**src/rtl/ifetch_pkg.sv**
```systemverilog
// Shared types and constants for the RV32I instruction fetch stage.
package ifetch_pkg;

    localparam int unsigned XLEN = 32;
    localparam logic [XLEN-1:0] NOP_INSTR = 32'h0000_0013;

    typedef enum logic [1:0] {
        IDLE,
        RUN,
        FLUSH
    } fetch_state_e;

    typedef struct packed {
        logic [XLEN-1:0] pc;
        logic [XLEN-1:0] instr;
    } fetch_entry_t;

    function automatic logic [XLEN-1:0] align_word(input logic [XLEN-1:0] addr);
        return {addr[XLEN-1:2], 2'b00};
    endfunction

endpackage

```
**src/rtl/fetch_fifo.sv**
```systemverilog
// Synchronous prefetch FIFO of {pc, instr} entries with synchronous clear.
// Simultaneous push and pop on a full FIFO is accepted.
module fetch_fifo
    import ifetch_pkg::*;
#(
    parameter int unsigned DEPTH = 2
) (
    input  logic                      clk,
    input  logic                      rst_n,
    input  logic                      clear,
    input  logic                      push,
    input  fetch_entry_t              wr_data,
    input  logic                      pop,
    output fetch_entry_t              head,
    output logic [$clog2(DEPTH):0]    count,
    output logic                      empty,
    output logic                      full
);

    localparam int unsigned IDX_W = $clog2(DEPTH);
    localparam int unsigned PTR_W = IDX_W + 1;

    fetch_entry_t     mem [DEPTH];
    logic [PTR_W-1:0] wr_ptr;
    logic [PTR_W-1:0] rd_ptr;
    logic             do_push;
    logic             do_pop;

    // Pointers carry one extra wrap bit so full and empty are distinguishable.
    assign count   = wr_ptr - rd_ptr;
    assign empty   = (wr_ptr == rd_ptr);
    assign full    = (count == PTR_W'(DEPTH));
    assign do_pop  = pop && !empty;
    assign do_push = push && (!full || do_pop);
    assign head    = mem[rd_ptr[IDX_W-1:0]];

    always_ff @(posedge clk or negedge rst_n) begin
        if (!rst_n) begin
            wr_ptr <= '0;
            rd_ptr <= '0;
        end else if (clear) begin
            wr_ptr <= '0;
            rd_ptr <= '0;
        end else begin
            if (do_push) begin
                wr_ptr <= wr_ptr + PTR_W'(1);
            end
            if (do_pop) begin
                rd_ptr <= rd_ptr + PTR_W'(1);
            end
        end
    end

    always_ff @(posedge clk) begin
        if (do_push && !clear) begin
            mem[wr_ptr[IDX_W-1:0]] <= wr_data;
        end
    end

endmodule

```
**src/rtl/instr_fetch.sv**
```systemverilog
// RV32I fetch stage: PC generation, credit-limited imem requests, prefetch FIFO
// and redirect flush. Define IFETCH_BYPASS_EN for a 0-cycle response-to-decode path.
module instr_fetch
    import ifetch_pkg::*;
#(
    parameter logic [31:0] RESET_PC   = 32'h0000_0000,
    parameter int unsigned FIFO_DEPTH = 2
) (
    input  logic        clk,
    input  logic        rst_n,
    output logic        imem_req_valid,
    input  logic        imem_req_ready,
    output logic [31:0] imem_req_addr,
    input  logic        imem_rsp_valid,
    input  logic [31:0] imem_rsp_data,
    input  logic        redirect_valid,
    input  logic [31:0] redirect_pc,
    output logic        id_valid,
    input  logic        id_ready,
    output logic [31:0] id_instr,
    output logic [31:0] id_pc
);

    localparam int unsigned CNT_W = $clog2(FIFO_DEPTH) + 1;
    localparam int unsigned SUM_W = CNT_W + 1;

    fetch_state_e     state;
    logic [31:0]      fetch_pc;
    logic [31:0]      rsp_pc;
    logic [31:0]      redirect_pc_aligned;
    logic [CNT_W-1:0] outstanding;
    logic [CNT_W-1:0] drop_cnt;
    logic [CNT_W-1:0] outstanding_nxt;
    logic [CNT_W-1:0] drop_cnt_nxt;
    logic [CNT_W-1:0] fifo_count;
    logic             fifo_empty;
    logic             unused_fifo_full;
    logic [1:0]       unused_redirect_lsb;
    fetch_entry_t     fifo_head;
    fetch_entry_t     rsp_entry;
    fetch_entry_t     id_entry;
    logic             credit_ok;
    logic             req_fire;
    logic             rsp_fire;
    logic             rsp_keep;
    logic             fifo_push;
    logic             fifo_pop;

    assign redirect_pc_aligned = align_word(redirect_pc);
    assign unused_redirect_lsb = redirect_pc[1:0];

    // Outstanding requests plus buffered words never exceed the FIFO depth.
    assign credit_ok      = (SUM_W'(outstanding) + SUM_W'(fifo_count)) < SUM_W'(FIFO_DEPTH);
    assign imem_req_valid = (state != IDLE) && !redirect_valid && credit_ok;
    assign imem_req_addr  = fetch_pc;
    assign req_fire       = imem_req_valid && imem_req_ready;

    // Responses with nothing outstanding (e.g. left over from before a reset) are ignored.
    assign rsp_fire  = imem_rsp_valid && (outstanding != '0);
    assign rsp_keep  = rsp_fire && (drop_cnt == '0) && !redirect_valid;
    assign rsp_entry = '{pc: rsp_pc, instr: imem_rsp_data};

`ifdef IFETCH_BYPASS_EN
    logic bypass;
    assign bypass    = fifo_empty && rsp_keep;
    assign id_valid  = !fifo_empty || bypass;
    assign id_entry  = fifo_empty ? rsp_entry : fifo_head;
    assign fifo_push = rsp_keep && !(bypass && id_ready);
`else
    assign id_valid  = !fifo_empty;
    assign id_entry  = fifo_head;
    assign fifo_push = rsp_keep;
`endif

    assign fifo_pop = id_valid && id_ready && !redirect_valid && !fifo_empty;
    assign id_instr = id_valid ? id_entry.instr : NOP_INSTR;
    assign id_pc    = id_valid ? id_entry.pc : 32'h0000_0000;

    // Next counter values; a redirect re-arms the drop count from what is still in flight.
    always_comb begin
        outstanding_nxt = outstanding + CNT_W'(req_fire) - CNT_W'(rsp_fire);
        drop_cnt_nxt    = drop_cnt;
        if (redirect_valid) begin
            drop_cnt_nxt = outstanding_nxt;
        end else if (rsp_fire && (drop_cnt != '0)) begin
            drop_cnt_nxt = drop_cnt - CNT_W'(1);
        end
    end

    always_ff @(posedge clk or negedge rst_n) begin
        if (!rst_n) begin
            state       <= IDLE;
            fetch_pc    <= align_word(RESET_PC);
            rsp_pc      <= align_word(RESET_PC);
            outstanding <= '0;
            drop_cnt    <= '0;
        end else begin
            outstanding <= outstanding_nxt;
            drop_cnt    <= drop_cnt_nxt;

            case (state)
                IDLE:        state <= RUN;
                RUN, FLUSH:  state <= (drop_cnt_nxt != '0) ? FLUSH : RUN;
                default:     state <= IDLE;
            endcase

            if (redirect_valid) begin
                fetch_pc <= redirect_pc_aligned;
                rsp_pc   <= redirect_pc_aligned;
            end else begin
                if (req_fire) begin
                    fetch_pc <= fetch_pc + 32'd4;
                end
                if (rsp_keep) begin
                    rsp_pc <= rsp_pc + 32'd4;
                end
            end
        end
    end

    fetch_fifo #(
        .DEPTH (FIFO_DEPTH)
    ) u_fifo (
        .clk     (clk),
        .rst_n   (rst_n),
        .clear   (redirect_valid),
        .push    (fifo_push),
        .wr_data (rsp_entry),
        .pop     (fifo_pop),
        .head    (fifo_head),
        .count   (fifo_count),
        .empty   (fifo_empty),
        .full    (unused_fifo_full)
    );

endmodule

```
**config.mk**
```make
export PLATFORM = sky130hd
export DESIGN_NAME = instr_fetch
export DESIGN_NICKNAME = d
export VERILOG_FILES = /design/src/rtl/ifetch_pkg.sv /design/src/rtl/fetch_fifo.sv /design/src/rtl/instr_fetch.sv
export SDC_FILE = /design/constraint.sdc
export NUM_CORES = 1
export LEC_CHECK = 0
export CAP_MARGIN = 20
export CORE_MARGIN = 2
export CORE_UTILIZATION = 57
export CTS_CLUSTER_DIAMETER = 60
export DETAILED_ROUTE_END_ITERATION = 12
export HOLD_SLACK_MARGIN = 0.03
export PLACE_DENSITY = 0.86
export SETUP_SLACK_MARGIN = 0.4
export SYNTH_ARGS = -nofsm -noshare
export SYNTH_HDL_FRONTEND = slang
export SYNTH_HIERARCHICAL = 1
export SYNTH_SLANG_ARGS = --single-unit
```
**constraint.sdc**
```tcl
create_clock -name clk -period 10.9 [get_ports clk]
set_clock_uncertainty 0.1 [all_clocks]
set_input_delay 2.18 -clock clk [delete_from_list [all_inputs] [get_ports clk]]
set_output_delay 2.18 -clock clk [all_outputs]
set_load 0.1 [all_outputs]
```
# --- After elaboration in Yosys (flattened, before gate mapping) ---
# Memories as Yosys holds them, arrays and structs flattened.
# Cells that the tools add are included.
totals:
  reg_bits: 74
  ramBits: 128
  out_inout_bits: 98
  memories: 1
classes:
  add_sub_neg: 9
  n_lt_le_gt_ge: 1
  eq_ne: 4
  mux: 16
  n_reduce_logical: 28
mem_list:
  columns: ["name", "depth", "width", "rd", "rd_ports_with_merged_regs", "write_ports", "line", "rtl"]
  rows:
  - ["u_fifo.mem", 2, 64, 1, 0, 1, "fetch_fifo.sv:23", "fetch_entry_t mem [DEPTH];"]
op_table:
  columns: ["cell", "count"]
  rows:
  - ["two-way mux 32 bit", 6]
  - ["adder 32 x 3 -> 32 bit (second input constant)", 2]
  - ["nonzero test 2 bit", 8]
  - ["two-way mux 2 bit", 7]
  - ["logical AND 1 bit", 13]
  - ["adder 2 x 1 -> 2 bit (second input constant)", 2]
  - ["equality test 2 bit (second input constant)", 2]
  - ["logical NOT 2 bit", 2]
  - ["case mux 2 bit (2 select lines)", 1]
  - ["adder 2 x 2 -> 3 bit", 1]
  - ["logical NOT 1 bit", 3]
  - ["< comparator 3 x 2 -> 1 bit (second input constant)", 1]
  - ["adder 2 x 1 -> 2 bit", 1]
  - ["equality test 2 x 1 -> 1 bit (second input constant)", 1]
  - ["equality test 2 bit", 1]
  - ["two-way mux 1 bit", 2]
  - ["OR reduction 2 bit", 1]
  - ["subtractor 2 x 1 -> 2 bit", 1]
  - ["subtractor 2 x 1 -> 2 bit (second input constant)", 1]
  - ["subtractor 2 bit", 1]
  - ["logical OR 1 bit", 1]

# --- Longest topological paths before layout ---
depth:
  ltp_word: 11
  mapped_depth: 18
  ltp_nobuf: 16

# --- Cells and area by module ---
# The synthesis kept the hierarchy.
by_module_without_submodules:
  columns: ["mod", "n_inst", "cells_per_inst", "area_per_inst_um2", "seq_area_each_um2"]
  rows:
  - ["fetch_fifo", 1, 231, 4887.2, 3943.8]
  - ["instr_fetch", 1, 498, 4324.1, 1651.6]

# --- Worst setup path after synthesis ---
# OpenSTA, ideal clock, no wires.
synth_path:
  kind: "input -> register"
  from: "input port redirect_valid"
  to: "memory u_fifo/mem[0][0] (netlist bit), enable pin"
  setup_time_ns: 0.565
  arrival_ns: 7.630
  required_time_ns: 10.235
  slack_ns: 2.606
  stages: 8
  n_path_buf: 2
  cell_sequence: "clkbuf_1 > inv_2 > clkbuf_1 > and3_1 > or3b_1 > mux2_4 > nand2_1 > nor3_1"
synth_between:
  elab_chain_len: 9
synth_rtl:
  columns: ["item", "line", "rtl"]
  rows:
  - ["from (decl)", "instr_fetch.sv:16", "input logic redirect_valid,"]
  - ["logical NOT 1 bit", "instr_fetch.sv:75", "assign fifo_pop = id_valid && id_ready && !redirect_valid && !fifo_empty;"]
  - ["logical AND 1 bit (2 in a row)", "instr_fetch.sv:75", null]
  - ["via fifo_pop", "instr_fetch.sv:47", "logic fifo_pop;"]
  - ["logical AND 1 bit", "fetch_fifo.sv:33", "assign do_pop = pop && !empty;"]
  - ["logical OR 1 bit", "fetch_fifo.sv:34", "assign do_push = push && (!full || do_pop);"]
  - ["logical AND 1 bit", "fetch_fifo.sv:34", null]
  - ["logical AND 1 bit", "fetch_fifo.sv:55", "if (do_push && !clear) begin"]
  - ["two-way mux 1 bit", "fetch_fifo.sv:55", null]
  - ["two-way mux 1 bit (implied by the code)", "fetch_fifo.sv:56", "mem[wr_ptr[IDX_W-1:0]] <= wr_data;"]
  - ["to (decl)", "fetch_fifo.sv:23", null]
# The timed path passes the listed nets, and every way through them passes these cells.

# --- Final worst setup path ---
layout_path:
  from: "input port redirect_valid"
  to: "output port imem_req_valid"
layout_between:
  elab_chain_len: 3
layout_rtl:
  columns: ["item", "line", "rtl"]
  rows:
  - ["logical NOT 1 bit", "instr_fetch.sv:54", "assign imem_req_valid = (state != IDLE) && !redirect_valid && credit_ok;"]
  - ["logical AND 1 bit (2 in a row)", "instr_fetch.sv:54", null]
  - ["to (decl)", "instr_fetch.sv:11", "output logic imem_req_valid,"]
# No other way between the ends.

==> results.md <==
- Die ar.: 0.0172 mm2
- Pin count of the biggest net entering global routing: 71
- Worst r2r dst: state[0]$_DFF_PN0_
- Avg Cell Area, Syn: 12.6 um2
- Vias per inst: 5.74
- Met3 GRT Util: 5.60%
- Worst vdd ir: 0.123 mV
- # diodes: 0
- Final WL: 19200 um
- WHS Endpoint: u_fifo/mem[0][63]$_DFFE_PP_
- Int Power: 1370 uW
- Chip height: 131 um
- Switching power: 772 uW
- Reg-to-reg startpoint: u_fifo/rd_ptr[0]$_DFFE_PN0P_
- Worst r2r path cells: 16
- Initial antenna violation count: 0
- Routed length per instance: 17.2 um
- Setup Crit Path Kind: in2out
- Post-CTS Setup Inserts: 0
- Clk network pwr share: 27.4%
- First-pass GRT wire length: 29900 um
- Clk slew on worst S/H paths: 60 ps
- CTS H-tree depth: 4
- Port Buffers: 163
- Worst Setup End Kind: output pin
- DP HPWL: 12400 um
- Worst min path class: reg2reg
- R2R Setup Slk: 6270 ps
- # DRC: 0
- Logic gate share of total power: 29.6%
- Most frequent cells in the layout: 161 x clkdlybuf4s50_1, 128 x edfxtp_1, 69 x mux2_2, 69 x dfrtp_1, 64 x nand2_1
- Area Growth Syn to Fin: 25.5%
- Hold Crit Start: rsp_pc[31]$_DFFE_PN0N_
- M2 GR Usage: 35.8%
- Maximum clock rate: 156 MHz
- Hold path cells: 0
- Power Total: 2140 uW
- Rows: 46
- Clk buf depth: 2
- PwrDens: 186 mW/mm2
- Root Driver: clkbuf_16
- GRT Util Overall: 22.7%
- Final Hold Viols: 0
- Initial core utilization: 58.2%
- Post-CTS Hold Buffers: 0
- Drt pass-1 iters: 6
- Dpl ws: 4460 ps
- Fillers: 1089
- Commonest non-fill, non-tap cell in the layout: clkdlybuf4s50_1
- Synth warn: 6
- Starting DRT DRC Count: 515
- Crit path required time: 8620 ps
- Total number of vias: 6401
- Sink Count: 198
- Via count of the first global-routing pass: 6050
- Total CTS buffers: 17
- Slew Limit Fails: 0
- GPL Wtd Cong: 0.858
- # resized after CTS: 0
- Antenna Nets Post-Route: 0
- Cell count after synthesis: 728
- Final setup vio count: 0
- I/O Pins: 168
- CTS tree: done
- Max-cap violations: 0
- Share of layout cells above drive strength 1: 14.8%
- Final setup margin: 4500 ps
- RSZ-0062 raised after global routing: no
- Crit path DAT: 4120 ps
- Core box area: 0.0158 mm2
- Leakage: 0.00405 uW
- Die X-Extent: 131 um
- Switching part of the total: 36.0%
- NumNets Final: 966
- Tcrit/Tclk final: 58.8%
- Outcome: completed
- Crit path max fanout: 65
- Worst slew margin: 25.6%
- CP startpoint kind: input pin
- Measured slew at the worst slew-check pin: 1110 ps
- Insertion delay to the later sink of the worst-skew pair: 430 ps
- Seq pwr share: 43.0%
- Final worst path period need: 6400 ps
- TNS Setup: 0 ps
- Synthesized area: 0.00921 mm2
- Global-route layer with the greatest usage: met2
- Met1 usage in global routing: 31.2%
- Overflow after GRT: 0
## sequential cells by signal (all words and copies together), names as in the netlist
register,flops
drop_cnt,2
imem_req_addr,30
u_fifo/rd_ptr,2
rsp_pc,30
u_fifo/mem,128
state,2
outstanding,2
u_fifo/wr_ptr,2
## cell type report
cell class / instances / area [um2] / share of cell area, %
repair buffers: 169 / 1670 / 14.4
flip-flops and latches: 198 / 5600 / 48.5
clock inverters: 7 / 43.8 / 0.379
multi-input cells: 479 / 3380 / 29.2
clock buffers: 24 / 515 / 4.46
inverters: 22 / 82.6 / 0.715
well taps: 216 / 270 / 2.34
## metrics by stage
| step | utilization, % | hold WS (ps) | instances | area (um2) |
|---|---|---|---|---|
| floorplan | - | 340 | 733 | 9220 |
| global placement | 69.4 | 392 | 1084 | 11000 |
| detailed placement | 69.4 | 396 | 1084 | 11000 |
| CTS | 73.0 | 411 | 1115 | 11600 |
| global route | 73.0 | 431 | 1115 | 11600 |
| finish | 73.0 | 410 | 1115 | 11600 |
## power groups by stage
| stage | combinational [uW] | sequential (uW) | clock [uW] |
|---|---|---|---|
| after global placement | 624 | 933 | 0 |
| after CTS | 637 | 921 | 595 |
| after detailed placement | 633 | 934 | 0 |
| final | 634 | 923 | 587 |
| after global routing | 672 | 931 | 624 |
| after floorplan | 360 | 1050 | 0 |
## layer usage
metal / share of wire (%) / routed length [um]
met2: 46 / 8910
met5: 0 / 0
met4: 1.0 / 198
met1: 43 / 8240
met3: 9.6 / 1840
## worst max-delay path by stage
stage / from / end
finish: redirect_valid / imem_req_valid
global route: u_fifo/rd_ptr[0]$_DFFE_PN0P_ / imem_req_valid
CTS: redirect_valid / imem_req_valid
detailed placement: redirect_valid / imem_req_valid
global placement: redirect_valid / imem_req_valid
floorplan: redirect_valid / u_fifo/mem[0][0]$_DFFE_PP_
## critical path: stages
cell and delay (ps):
buf_2 90, buf_4 300, nor4_4 350, clkdlybuf4s50_1 1190
No activity file was read; power rests on OpenSTA's default activity.
